==> config.mk <==
export PLATFORM = sky130hd
export DESIGN_NAME = can_rx_flat
export DESIGN_NICKNAME = d
export VERILOG_FILES = /design/src/rtl/can_rx_if.sv /design/src/rtl/can_rx.sv /design/src/flat_wrapper.sv
export SDC_FILE = /design/constraint.sdc
export NUM_CORES = 1
export LEC_CHECK = 0
export CELL_PAD_IN_SITES_DETAIL_PLACEMENT = 0
export CELL_PAD_IN_SITES_GLOBAL_PLACEMENT = 1
export CORE_UTILIZATION = 47
export DETAILED_ROUTE_END_ITERATION = 16
export PLACE_DENSITY_LB_ADDON = 0.1
export SYNTH_ARGS = -nofsm -noshare
export SYNTH_HDL_FRONTEND = slang
export SYNTH_SLANG_ARGS = --single-unit
==> constraint.sdc <==
create_clock -name clk -period 6.6 [get_ports clk]
set_input_delay 1.32 -clock clk [delete_from_list [all_inputs] [get_ports clk]]
set_output_delay 1.32 -clock clk [all_outputs]
set_load 0.02 [all_outputs]
==> src/rtl/can_rx_if.sv <==
// Signal bundle between the CAN receiver and the rest of the controller:
// the bit-timing strobe and bus level in, ACK drive and received frame out.
interface can_rx_if #(
    parameter int MAX_BYTES = 4
) ();
    logic                   bit_tick;
    logic                   rx;
    logic                   ack_tx;
    logic [10:0]            rx_id;
    logic                   rx_rtr;
    logic [3:0]             rx_dlc;
    logic [8*MAX_BYTES-1:0] rx_data;
    logic                   rx_valid;
    logic                   rx_error;
    logic [2:0]             err_code;
    logic                   busy;

    // Receiver side: consumes the sampled bus, produces the frame results
    modport slave (
        input  bit_tick, rx,
        output ack_tx, rx_id, rx_rtr, rx_dlc, rx_data,
        output rx_valid, rx_error, err_code, busy
    );

    // Controller side: supplies the sampled bus, consumes the frame results
    modport master (
        output bit_tick, rx,
        input  ack_tx, rx_id, rx_rtr, rx_dlc, rx_data,
        input  rx_valid, rx_error, err_code, busy
    );
endinterface

==> src/rtl/can_rx.sv <==
// CAN receive path: bus-idle integration, bit destuffing, CRC-15 check,
// frame form checks and ACK slot drive. Standard (11-bit) frames only.
module can_rx #(
    parameter int          MAX_BYTES = 4,
    parameter int          IDLE_BITS = 11,
    parameter logic [14:0] CRC_POLY  = 15'h4599
) (
    input  logic    clk,
    input  logic    rst,
    can_rx_if.slave bus
);
    localparam int DW = 8 * MAX_BYTES;
    localparam int IW = $clog2(IDLE_BITS + 1);

    localparam logic [2:0] ERR_NONE  = 3'd0;
    localparam logic [2:0] ERR_STUFF = 3'd1;
    localparam logic [2:0] ERR_FORM  = 3'd2;
    localparam logic [2:0] ERR_CRC   = 3'd3;
    localparam logic [2:0] ERR_DLC   = 3'd4;

    typedef enum logic [3:0] {
        S_WAIT_IDLE,
        S_IDLE,
        S_ID,
        S_RTR,
        S_IDE,
        S_R0,
        S_DLC,
        S_DATA,
        S_CRC,
        S_CRC_DEL,
        S_ACK,
        S_ACK_DEL,
        S_EOF
    } state_t;

    state_t          state_q;
    logic            armed_q;
    logic [IW-1:0]   idleCnt_q;
    logic [6:0]      bitCnt_q;
    logic [2:0]      runCnt_q;
    logic            lastBit_q;

    logic [10:0]     id_q;
    logic            rtr_q;
    logic [3:0]      dlc_q;
    logic [DW-1:0]   data_q;
    logic [14:0]     crcRx_q;
    logic [14:0]     crcCalc_q;

    logic            ackTx_q;
    logic [10:0]     rxId_q;
    logic            rxRtr_q;
    logic [3:0]      rxDlc_q;
    logic [DW-1:0]   rxData_q;
    logic            rxValid_q;
    logic            rxError_q;
    logic [2:0]      errCode_q;
    logic            busy_q;

    logic            tick;
    logic            inStuff;
    logic            stuffBit;
    logic [14:0]     crc_d;
    logic [3:0]      dlc_d;
    logic [6:0]      dataLast_d;
    logic [2:0]      err_d;

    // The first tick after reset release is dropped, so armed_q gates it
    assign tick       = bus.bit_tick & armed_q;
    assign inStuff    = state_q inside {S_ID, S_RTR, S_IDE, S_R0, S_DLC, S_DATA, S_CRC};
    assign stuffBit   = inStuff && (runCnt_q == 3'd5);
    assign crc_d      = {crcCalc_q[13:0], 1'b0} ^ ((bus.rx ^ crcCalc_q[14]) ? CRC_POLY : 15'd0);
    assign dlc_d      = {dlc_q[2:0], bus.rx};
    assign dataLast_d = {dlc_q, 3'b000} - 7'd1;

    // Error detection for the bit being sampled; stuff violations take priority
    always_comb begin
        err_d = ERR_NONE;
        if (tick) begin
            if (stuffBit) begin
                if (bus.rx == lastBit_q) begin
                    err_d = ERR_STUFF;
                end
            end else begin
                case (state_q)
                    S_IDE: begin
                        if (bus.rx) begin
                            err_d = ERR_FORM;
                        end
                    end
                    S_DLC: begin
                        if (bitCnt_q == 7'd3 && dlc_d > 4'(MAX_BYTES)) begin
                            err_d = ERR_DLC;
                        end
                    end
                    S_CRC_DEL: begin
                        if (!bus.rx) begin
                            err_d = ERR_FORM;
                        end else if (crcRx_q != crcCalc_q) begin
                            err_d = ERR_CRC;
                        end
                    end
                    S_ACK_DEL, S_EOF: begin
                        if (!bus.rx) begin
                            err_d = ERR_FORM;
                        end
                    end
                    default: err_d = ERR_NONE;
                endcase
            end
        end
    end

    // Frame state machine with destuffing, CRC accumulation and registered outputs
    always_ff @(posedge clk or posedge rst) begin
        if (rst) begin
            state_q   <= S_WAIT_IDLE;
            armed_q   <= 1'b0;
            idleCnt_q <= '0;
            bitCnt_q  <= '0;
            runCnt_q  <= '0;
            lastBit_q <= 1'b0;
            id_q      <= '0;
            rtr_q     <= 1'b0;
            dlc_q     <= '0;
            data_q    <= '0;
            crcRx_q   <= '0;
            crcCalc_q <= '0;
            ackTx_q   <= 1'b1;
            rxId_q    <= '0;
            rxRtr_q   <= 1'b0;
            rxDlc_q   <= '0;
            rxData_q  <= '0;
            rxValid_q <= 1'b0;
            rxError_q <= 1'b0;
            errCode_q <= ERR_NONE;
            busy_q    <= 1'b0;
        end else begin
            armed_q   <= 1'b1;
            rxValid_q <= 1'b0;
            rxError_q <= 1'b0;
            if (err_d != ERR_NONE) begin
                rxError_q <= 1'b1;
                errCode_q <= err_d;
                ackTx_q   <= 1'b1;
                busy_q    <= 1'b0;
                state_q   <= S_WAIT_IDLE;
                idleCnt_q <= '0;
                bitCnt_q  <= '0;
            end else if (tick) begin
                if (stuffBit) begin
                    runCnt_q  <= 3'd1;
                    lastBit_q <= bus.rx;
                end else begin
                    if (inStuff) begin
                        runCnt_q  <= (bus.rx == lastBit_q) ? runCnt_q + 3'd1 : 3'd1;
                        lastBit_q <= bus.rx;
                    end
                    case (state_q)
                        S_WAIT_IDLE: begin
                            if (!bus.rx) begin
                                idleCnt_q <= '0;
                            end else if (idleCnt_q == IW'(IDLE_BITS - 1)) begin
                                idleCnt_q <= '0;
                                state_q   <= S_IDLE;
                            end else begin
                                idleCnt_q <= idleCnt_q + 1'b1;
                            end
                        end
                        S_IDLE: begin
                            if (!bus.rx) begin
                                busy_q    <= 1'b1;
                                errCode_q <= ERR_NONE;
                                crcCalc_q <= '0;
                                runCnt_q  <= 3'd1;
                                lastBit_q <= 1'b0;
                                bitCnt_q  <= '0;
                                id_q      <= '0;
                                rtr_q     <= 1'b0;
                                dlc_q     <= '0;
                                data_q    <= '0;
                                state_q   <= S_ID;
                            end
                        end
                        S_ID: begin
                            id_q      <= {id_q[9:0], bus.rx};
                            crcCalc_q <= crc_d;
                            if (bitCnt_q == 7'd10) begin
                                bitCnt_q <= '0;
                                state_q  <= S_RTR;
                            end else begin
                                bitCnt_q <= bitCnt_q + 7'd1;
                            end
                        end
                        S_RTR: begin
                            rtr_q     <= bus.rx;
                            crcCalc_q <= crc_d;
                            state_q   <= S_IDE;
                        end
                        S_IDE: begin
                            crcCalc_q <= crc_d;
                            state_q   <= S_R0;
                        end
                        S_R0: begin
                            crcCalc_q <= crc_d;
                            bitCnt_q  <= '0;
                            state_q   <= S_DLC;
                        end
                        S_DLC: begin
                            dlc_q     <= dlc_d;
                            crcCalc_q <= crc_d;
                            if (bitCnt_q == 7'd3) begin
                                bitCnt_q <= '0;
                                state_q  <= (rtr_q || dlc_d == 4'd0) ? S_CRC : S_DATA;
                            end else begin
                                bitCnt_q <= bitCnt_q + 7'd1;
                            end
                        end
                        S_DATA: begin
                            data_q    <= {data_q[DW-2:0], bus.rx};
                            crcCalc_q <= crc_d;
                            if (bitCnt_q == dataLast_d) begin
                                bitCnt_q <= '0;
                                state_q  <= S_CRC;
                            end else begin
                                bitCnt_q <= bitCnt_q + 7'd1;
                            end
                        end
                        S_CRC: begin
                            crcRx_q <= {crcRx_q[13:0], bus.rx};
                            if (bitCnt_q == 7'd14) begin
                                bitCnt_q <= '0;
                                state_q  <= S_CRC_DEL;
                            end else begin
                                bitCnt_q <= bitCnt_q + 7'd1;
                            end
                        end
                        S_CRC_DEL: begin
                            ackTx_q <= 1'b0;
                            state_q <= S_ACK;
                        end
                        S_ACK: begin
                            ackTx_q <= 1'b1;
                            state_q <= S_ACK_DEL;
                        end
                        S_ACK_DEL: begin
                            bitCnt_q <= '0;
                            state_q  <= S_EOF;
                        end
                        S_EOF: begin
                            if (bitCnt_q == 7'd6) begin
                                rxId_q    <= id_q;
                                rxRtr_q   <= rtr_q;
                                rxDlc_q   <= dlc_q;
                                rxData_q  <= data_q;
                                rxValid_q <= 1'b1;
                                busy_q    <= 1'b0;
                                bitCnt_q  <= '0;
                                state_q   <= S_IDLE;
                            end else begin
                                bitCnt_q <= bitCnt_q + 7'd1;
                            end
                        end
                        default: begin
                            state_q <= S_WAIT_IDLE;
                        end
                    endcase
                end
            end
        end
    end

    assign bus.ack_tx   = ackTx_q;
    assign bus.rx_id    = rxId_q;
    assign bus.rx_rtr   = rxRtr_q;
    assign bus.rx_dlc   = rxDlc_q;
    assign bus.rx_data  = rxData_q;
    assign bus.rx_valid = rxValid_q;
    assign bus.rx_error = rxError_q;
    assign bus.err_code = errCode_q;
    assign bus.busy     = busy_q;
endmodule

==> src/flat_wrapper.sv <==
// flat-port wrapper written by rule: the top's interface ports become plain ports
module can_rx_flat 
#(
    parameter int          MAX_BYTES = 4,
    parameter int          IDLE_BITS = 11,
    parameter logic [14:0] CRC_POLY  = 15'h4599
)
  (clk, rst, bus_bit_tick, bus_rx, bus_ack_tx, bus_rx_id, bus_rx_rtr, bus_rx_dlc, bus_rx_data, bus_rx_valid, bus_rx_error, bus_err_code, bus_busy);
  can_rx_if #(.MAX_BYTES(MAX_BYTES)) bus_i ();
  input  logic clk;
  input  logic rst;
  input wire logic [$bits(bus_i.bit_tick)-1:0] bus_bit_tick;
  input wire logic [$bits(bus_i.rx)-1:0] bus_rx;
  output wire logic [$bits(bus_i.ack_tx)-1:0] bus_ack_tx;
  output wire logic [$bits(bus_i.rx_id)-1:0] bus_rx_id;
  output wire logic [$bits(bus_i.rx_rtr)-1:0] bus_rx_rtr;
  output wire logic [$bits(bus_i.rx_dlc)-1:0] bus_rx_dlc;
  output wire logic [$bits(bus_i.rx_data)-1:0] bus_rx_data;
  output wire logic [$bits(bus_i.rx_valid)-1:0] bus_rx_valid;
  output wire logic [$bits(bus_i.rx_error)-1:0] bus_rx_error;
  output wire logic [$bits(bus_i.err_code)-1:0] bus_err_code;
  output wire logic [$bits(bus_i.busy)-1:0] bus_busy;
  assign bus_i.bit_tick = bus_bit_tick;
  assign bus_i.rx = bus_rx;
  assign bus_ack_tx = bus_i.ack_tx;
  assign bus_rx_id = bus_i.rx_id;
  assign bus_rx_rtr = bus_i.rx_rtr;
  assign bus_rx_dlc = bus_i.rx_dlc;
  assign bus_rx_data = bus_i.rx_data;
  assign bus_rx_valid = bus_i.rx_valid;
  assign bus_rx_error = bus_i.rx_error;
  assign bus_err_code = bus_i.err_code;
  assign bus_busy = bus_i.busy;
  can_rx #(.MAX_BYTES(MAX_BYTES), .IDLE_BITS(IDLE_BITS), .CRC_POLY(CRC_POLY)) u_core (.clk(clk), .rst(rst), .bus(bus_i));
endmodule
==> reports/qor.txt, run 1 <==
OUTCOME
---------------------------------------------------------------------------------
Run status                                                           complete, no violations

STA
---------------------------------------------------------------------------------
Slew of the pin with the lowest slew margin                               1.22 ns
Period utilisation layout                                                   60.5%
Tightest hold margin                                                     0.502 ns
Total negative setup slack                                                   0 ns
Fmax                                                                      250 MHz
Slack of the critical path                                                2.61 ns
RSZ-0062 raised after global routing                                        false
Post-Route Skew                                                        0.00908 ns
Final-report hold violation count                                               0
Final critical delay including setup and external delays                  3.99 ns
Max transition margin                                                       18.2%
Number of slew-limit violations in the final report                             0
Final setup vio count                                                           0

CELLS AND AREA
---------------------------------------------------------------------------------
Antenna fix cells                                                               0
Fin util                                                                    58.7%
Area Overhead vs Synth                                                      19.7%
NumNets Final                                                                 627
Proportion of layout cells with a drive suffix above 1                      19.7%
Number of filler cells placed in the layout                                  1163
Summed area of non-filler cells in the final layout                      8280 um2
Count of non-filler cells in the finished layout                              809

PLACE
---------------------------------------------------------------------------------
Final estimated routing congestion in global placement                      0.922
Count of placed standard cells including taps                                 777
Port Buffers                                                                   58
Half-perimeter wire length after placement                                9360 um
Post-place setup slack                                                    2.20 ns
Standard cell area after detailed placement                              7660 um2

GRT
---------------------------------------------------------------------------------
GRT Overall Usage                                                           20.6%
Largest net degree at the start of global routing                             105
Leftover overflow at the end of global routing                                  0
Via count of the first global-routing pass                                   4630
Global-route wire length before repair                                   23700 um
Number of antenna violations at the first check in global routing               0

DRT
---------------------------------------------------------------------------------
DRT Pass-1 Iters                                                                5
Antenna-violating nets left                                                     0
Via-per-instance ratio                                                       5.77
Wire length per cell after detailed routing                               17.6 um
Routed Wire Length                                                       14200 um
Residual DRC                                                                    0
Iteration-0 DRC Markers                                                       288
Routed via count                                                             4666

POWER AND IR DROP
---------------------------------------------------------------------------------
Lkg Pwr                                                                   3.87 nW
Overall Power                                                             2.73 mW
Power density relative to cell area                                    330 nW/um2
Maximum VDD drop                                                         0.189 mV

CLOCK TREE
---------------------------------------------------------------------------------
Cells resized by post-CTS repair                                                0
H-tree lvl count                                                                4
CTS tree                                                                    built
Cell chosen for the clock root                                       sky130_fd_sc_hd__clkbuf_16
Num CTS Buffers                                                                17
CTS clock-pin slew for the worst setup and hold paths                     0.06 ns
Clock tree buffer depth                                                         2
CTS Hold Buffers Added                                                          0
# clock sinks                                                                 153
Insertion delay of the later-clocked pin in the worst-skew pair           0.43 ns
Setup repair bufs after CTS                                                     0

WORST SETUP PATH
---------------------------------------------------------------------------------
Critical setup path kind                                             input pin to flop
Reg2reg start                                                        u_core.state_q[1]$_DFFE_PP0P_
Kind of end point of the critical path                                       flop
Required time of the critical path                                        6.90 ns
Launching element type of the critical path                             input pin
Worst setup path start                                                     bus_rx
Endpoint arrival time on the critical path                                4.29 ns
Peak fanout along the critical path                                            32

FLOORPLAN
---------------------------------------------------------------------------------
Floorplan die area                                                      15200 um2
Die Y                                                                      123 um
Effective utilization at floorplan                                          49.1%
Horizontal die dimension                                                   123 um
Number of standard-cell rows in the floorplan                                  43
Core region area                                                        14100 um2
Number of top-level pins                                                       59

SYNTH
---------------------------------------------------------------------------------
Yosys reg bits                                                                153
Async set-reset flop share out of synthesis                                  100%
Gate count after technology mapping                                           560
Cell area after technology mapping                                       6920 um2
Post-synthesis cell type with the largest combined area              sky130_fd_sc_hd__dfrtp_1
Portion of synthesized cell area occupied by the leading cell type          55.0%
Total number of yosys warnings                                                  0
Synth Flop Type                                                      sky130_fd_sc_hd__dfrtp_1
Number of synthesized flops with an enable pin                                  0
Cells taking the most area after synthesis                           sky130_fd_sc_hd__dfrtp_1, sky130_fd_sc_hd__mux2_2, sky130_fd_sc_hd__a22o_1
Number of distinct library cells after synthesis                               72
Mean instance size in the synthesized netlist                            12.4 um2
Net count of the mapped netlist                                               571
Share of synthesized area occupied by flip-flops and latches                55.4%

JOB
---------------------------------------------------------------------------------
Max_cap viols                                                                   0

WORST HOLD PATH
---------------------------------------------------------------------------------
Start point of the worst min-delay path                              u_core.id_q[10]$_DFFE_PP0P_
Hold crit path type                                                  flop to flop

cells in the final DEF (no fill, tap or decap), types with 16 or more instances in the layout:
cell type | Yosys | final
sky130_fd_sc_hd__nand2_1 | 26 | 26
sky130_fd_sc_hd__mux2_2 | 55 | 55
sky130_fd_sc_hd__a22o_1 | 57 | 57
sky130_fd_sc_hd__clkdlybuf4s50_1 | 0 | 58
sky130_fd_sc_hd__xor2_1 | 16 | 16
sky130_fd_sc_hd__nor2_1 | 19 | 19
sky130_fd_sc_hd__clkbuf_16 | 0 | 17
sky130_fd_sc_hd__inv_1 | 18 | 17
sky130_fd_sc_hd__dfrtp_1 | 152 | 152
power breakdown:
| group | leakage, nW | internal [mW] | switching [mW] | total (mW) |
|---|---|---|---|---|
| clock network | 0.295 | 0.620 | 0.390 | 1.01 |
| logic | 1.48 | 0.242 | 0.336 | 0.578 |
| registers | 2.09 | 1.02 | 0.123 | 1.14 |
| total | 3.87 | 1.88 | 0.849 | 2.73 |
cell families after synthesis:
group                      Yosys count  share of synthesized area [%]
adders and majority gates            7                           1.27
other                                1                         0.0542
DFF                                153                           55.4
and+or+nand+nor                    113                           8.85
AOI/OAI and AO/OA                  138                           15.8
muxes                               70                           11.8
buffers and inverters               48                           3.08
xor gates and xnor gates            30                           3.80
critical path, cell delays in order:
cell                              delay (ns)
sky130_fd_sc_hd__clkdlybuf4s50_1        0.46
sky130_fd_sc_hd__buf_4                  0.25
sky130_fd_sc_hd__clkinv_1               0.30
sky130_fd_sc_hd__a32oi_1                0.28
sky130_fd_sc_hd__o21ai_1                0.11
sky130_fd_sc_hd__o21ai_0                0.16
sky130_fd_sc_hd__nand3_1                0.91
sky130_fd_sc_hd__a22o_1                 0.48
Yosys cell counts, drive strengths merged (2+ instances only):
| library cell | n |
|---|---|
| a21boi | 3 |
| o21a | 2 |
| xnor2 | 14 |
| nor4b | 2 |
| o311ai | 5 |
| a22oi | 2 |
| a21o | 4 |
| or2 | 2 |
| inv | 19 |
| o41ai | 2 |
| a31oi | 3 |
| o22ai | 2 |
| o31ai | 4 |
| nor2 | 20 |
| a31o | 2 |
| buf | 16 |
| clkbuf | 12 |
| o2bb2ai | 4 |
| a21oi | 14 |
| nand3 | 16 |
| mux2i | 6 |
| a32o | 2 |
| nand2 | 27 |
| and2 | 2 |
| a22o | 57 |
| o21bai | 2 |
| mux2 | 64 |
| nor3 | 13 |
| nor4 | 6 |
| nand2b | 5 |
| ha | 7 |
| or3 | 4 |
| dfrtp | 152 |
| nor2b | 4 |
| o22a | 2 |
| o211ai | 3 |
| and3 | 3 |
| o21ai | 12 |
| nand4 | 6 |
| a32oi | 3 |
| xor2 | 16 |
metal layers:
metal,track usage (%),up-vias,part of all wire [%]
met5,0,-,0
met4,8.66,0,1.9
li1,-,2183,-
met1,30.0,2359,49
met2,29.8,103,45
met3,4.29,21,3.5
sequential cells by signal, summed over array words and instances, names as in the netlist, 7 cells and up:
signal	count
u_core.crcRx_q	15
u_core.id_q	11
u_core.data_q	32
u_core.bus.rx_data	32
u_core.crcCalc_q	15
u_core.bitCnt_q	7
u_core.bus.rx_id	11
final timing paths:
kind	slack, ns	endpoint	depth (start not counted)
setup / recovery	2.61	u_core.data_q[6]$_DFFE_PP0P_	8
min in group asynchronous	1.46	u_core.bus.rx_data[2]$_DFFE_PP0P_	2
setup reg to reg	3.21	u_core.data_q[6]$_DFFE_PP0P_	6
max in group asynchronous	3.99	u_core.bitCnt_q[0]$_DFFE_PP0P_	3
hold / removal	0.50	u_core.id_q[10]$_DFFE_PP0P_	1
hold reg to reg	0.50	u_core.id_q[10]$_DFFE_PP0P_	1
layout make-up:
cell class | instances | area [um2] | area share [%]
clock buffers | 20 | 457 | 5.52
inverters | 20 | 80.1 | 0.967
repair buffers | 65 | 633 | 7.65
flip-flops and latches | 153 | 3830 | 46.3
well taps | 180 | 225 | 2.72
clock inverters | 12 | 164 | 1.98
multi-input cells | 359 | 2890 | 34.9
Power figures use the tool's default switching activity.
==> inputs of run 2 (changes only) <==
--- a/config.mk
+++ b/config.mk
@@ -7,7 +7,7 @@
 export LEC_CHECK = 0
 export CELL_PAD_IN_SITES_DETAIL_PLACEMENT = 0
 export CELL_PAD_IN_SITES_GLOBAL_PLACEMENT = 1
-export CORE_UTILIZATION = 47
+export CORE_UTILIZATION = 43
 export DETAILED_ROUTE_END_ITERATION = 16
 export PLACE_DENSITY_LB_ADDON = 0.1
 export SYNTH_ARGS = -nofsm -noshare
==> constraint.sdc (replaced) <==
create_clock -name clk -period 3.5 [get_ports clk]
set_input_delay 0.7 -clock clk [delete_from_list [all_inputs] [get_ports clk]]
set_output_delay 0.7 -clock clk [all_outputs]
set_load 0.02 [all_outputs]
==> run 2 against run 1 <==
Register-to-register slack worse by 2.6 ns. Flip-flop and latch count unchanged. Sequential power rose by 86%. Largest cell class unchanged. First-iteration DRC count grew 14%. Critical endpoint is now u_core.bus.err_code[1]$_DFFE_PP0P_. Clock-buffer cell count decreased by 2. Sequential share of layout area fell by 1.1 points. Wire length up 2.3%. Clock power increased by 98%. Via count grew 1.7%. Clock skew is 0.0022 ns lower. Global-route usage down 1.2 points. Worst setup slack got worse by 2.1 ns.
==> reports/qor.txt, run 2 (same netlist as run 1, synthesis figures left out) <==
FLOORPLAN
--------------------------------------------------------------------------------
Die Y                                                                     129 um
Floorplan die area                                                     16600 um2
Number of standard-cell rows in the floorplan                                 45
Number of top-level pins                                                      59
Core region area                                                       15400 um2
Horizontal die dimension                                                  129 um
Effective utilization at floorplan                                         44.8%

WORST SETUP PATH
--------------------------------------------------------------------------------
Peak fanout along the critical path                                            9
Standard cell with the maximum stage delay on the critical path     sky130_fd_sc_hd__clkdlybuf4s50_1
Kind of end point of the critical path                                      flop
Launching element type of the critical path                            input pin
Endpoint arrival time on the critical path                               3.28 ns
Max stage delay on crit path                                             0.58 ns
Critical setup path kind                                            input pin to flop
Required time of the critical path                                       3.79 ns
Cells along the critical path                                       clkdlybuf4s50_1, buf_4, xnor2_1, o2111ai_1, a21boi_1, a31oi_1, nor2_1, inv_2, o21ai_0
Register-to-Register Setup Slack                                         0.60 ns

DRT
--------------------------------------------------------------------------------
Iteration-0 DRC Markers                                                      328
Wire length per cell after detailed routing                              17.0 um
Via-per-instance ratio                                                      5.55
Routed Wire Length                                                      14500 um
DRT Pass-1 Iters                                                               4
Residual DRC                                                                   0
Antenna-violating nets left                                                    0
Routed via count                                                            4744

CELLS AND AREA
--------------------------------------------------------------------------------
Highest-count cells in the layout ignoring fill and taps            sky130_fd_sc_hd__dfrtp_1, sky130_fd_sc_hd__clkdlybuf4s50_1, sky130_fd_sc_hd__a22o_1
Count of non-filler cells in the finished layout                             855
Proportion of layout cells with a drive suffix above 1                     21.7%
NumNets Final                                                                642
Number of filler cells placed in the layout                                 1332
Most common cell after layout, fill and taps aside                  sky130_fd_sc_hd__dfrtp_1
Fin util                                                                   55.0%
Area Overhead vs Synth                                                     22.6%
Antenna fix cells                                                              0
Summed area of non-filler cells in the final layout                     8480 um2

PLACE
--------------------------------------------------------------------------------
Half-perimeter wire length after placement                               9720 um
Count of placed standard cells including taps                                823
Final estimated routing congestion in global placement                     0.837
Port Buffers                                                                  58
Standard cell area after detailed placement                             7840 um2

STA
--------------------------------------------------------------------------------
Max transition margin                                                      37.8%
Final-report hold violation count                                              0
Fmax                                                                     334 MHz
Total negative setup slack                                                  0 ns
Slew of the pin with the lowest slew margin                             0.926 ns
Final setup vio count                                                          0
Final critical delay including setup and external delays                 2.99 ns
Number of slew-limit violations in the final report                            0
Post-Route Skew                                                       0.00690 ns
RSZ-0062 raised after global routing                                       false
Period utilisation layout                                                  85.5%

CLOCK TREE
--------------------------------------------------------------------------------
Cells resized by post-CTS repair                                               0
CTS clock-pin slew for the worst setup and hold paths                    0.06 ns
CTS Hold Buffers Added                                                         0
# clock sinks                                                                153
Num CTS Buffers                                                               17
Cell chosen for the clock root                                      sky130_fd_sc_hd__clkbuf_16
Clock tree buffer depth                                                        2
CTS tree                                                                   built
H-tree lvl count                                                               4
Insertion delay of the later-clocked pin in the worst-skew pair          0.41 ns
Setup repair bufs after CTS                                                    0

GRT
--------------------------------------------------------------------------------
Largest net degree at the start of global routing                            154
GRT Overall Usage                                                          19.4%
Global-route wire length before repair                                  24900 um
Leftover overflow at the end of global routing                                 0
Via count of the first global-routing pass                                  4769
Number of antenna violations at the first check in global routing              0

POWER AND IR DROP
--------------------------------------------------------------------------------
Lkg Pwr                                                                  3.96 nW
Maximum VDD drop                                                        0.365 mV
Power density relative to cell area                                   626 nW/um2
Overall Power                                                            5.31 mW

JOB
--------------------------------------------------------------------------------
Max_cap viols                                                                  0

OUTCOME
--------------------------------------------------------------------------------
Run status                                                          complete, no violations

WORST HOLD PATH
--------------------------------------------------------------------------------
Hold crit path type                                                 flop to flop

[run 2: final cells by class]
type                       count  area [um2]  share of cell area (%)
clock buffer                  18         439                    5.18
clock inverter                14         206                    2.43
inverter                      20        78.8                   0.929
multi-input combinational    359        2890                    34.1
sequential                   153        3830                    45.2
tap                          211         264                    3.11
timing repair buffer          80         771                    9.09
[run 2: per-stage QoR]
step	hold WS [ns]	setup slack [ns]
floorplan	0.445	0.745
global placement	0.467	0.226
detailed placement	0.467	0.0945
CTS	0.480	0.541
global route	0.512	0.302
finish	0.480	0.508
[run 2: per-layer routing]
layer | GRT usage (%) | share of wire, % | vias to the layer above
li1 | - | - | 2223
met1 | 28.5 | 49 | 2426
met2 | 27.9 | 46 | 91
met3 | 5.74 | 4.1 | 4
met4 | 5.33 | 0.51 | 0
met5 | 0 | 0 | -
[run 2: worst paths after layout]
kind | start | cells after the start | to
worst min register to register | u_core.runCnt_q[2]$_DFFE_PP0P_ | 1 | u_core.runCnt_q[2]$_DFFE_PP0P_
max in group asynchronous | rst | 3 | u_core.bus.rx_data[12]$_DFFE_PP0P_
min in group asynchronous | rst | 3 | u_core.bus.rx_data[25]$_DFFE_PP0P_
worst max register to register | u_core.state_q[0]$_DFFE_PP0P_ | 7 | u_core.bitCnt_q[5]$_DFFE_PP0P_
worst max-delay path | bus_rx | 9 | u_core.bus.err_code[1]$_DFFE_PP0P_
worst min-delay path | u_core.runCnt_q[2]$_DFFE_PP0P_ | 1 | u_core.runCnt_q[2]$_DFFE_PP0P_
[run 2: where the power goes]
group	internal, mW	switching (mW)
Sequential	1.93	0.191
Clock	1.23	0.765
Combinational	0.504	0.685
Total	3.67	1.64
[run 2: critical path: cells and delay by family]
family	cells	cell delay (ns)
compound gates	4	1.10
xor+xnor	1	0.25
simple gates	1	0.21
buf+inv	3	1.02
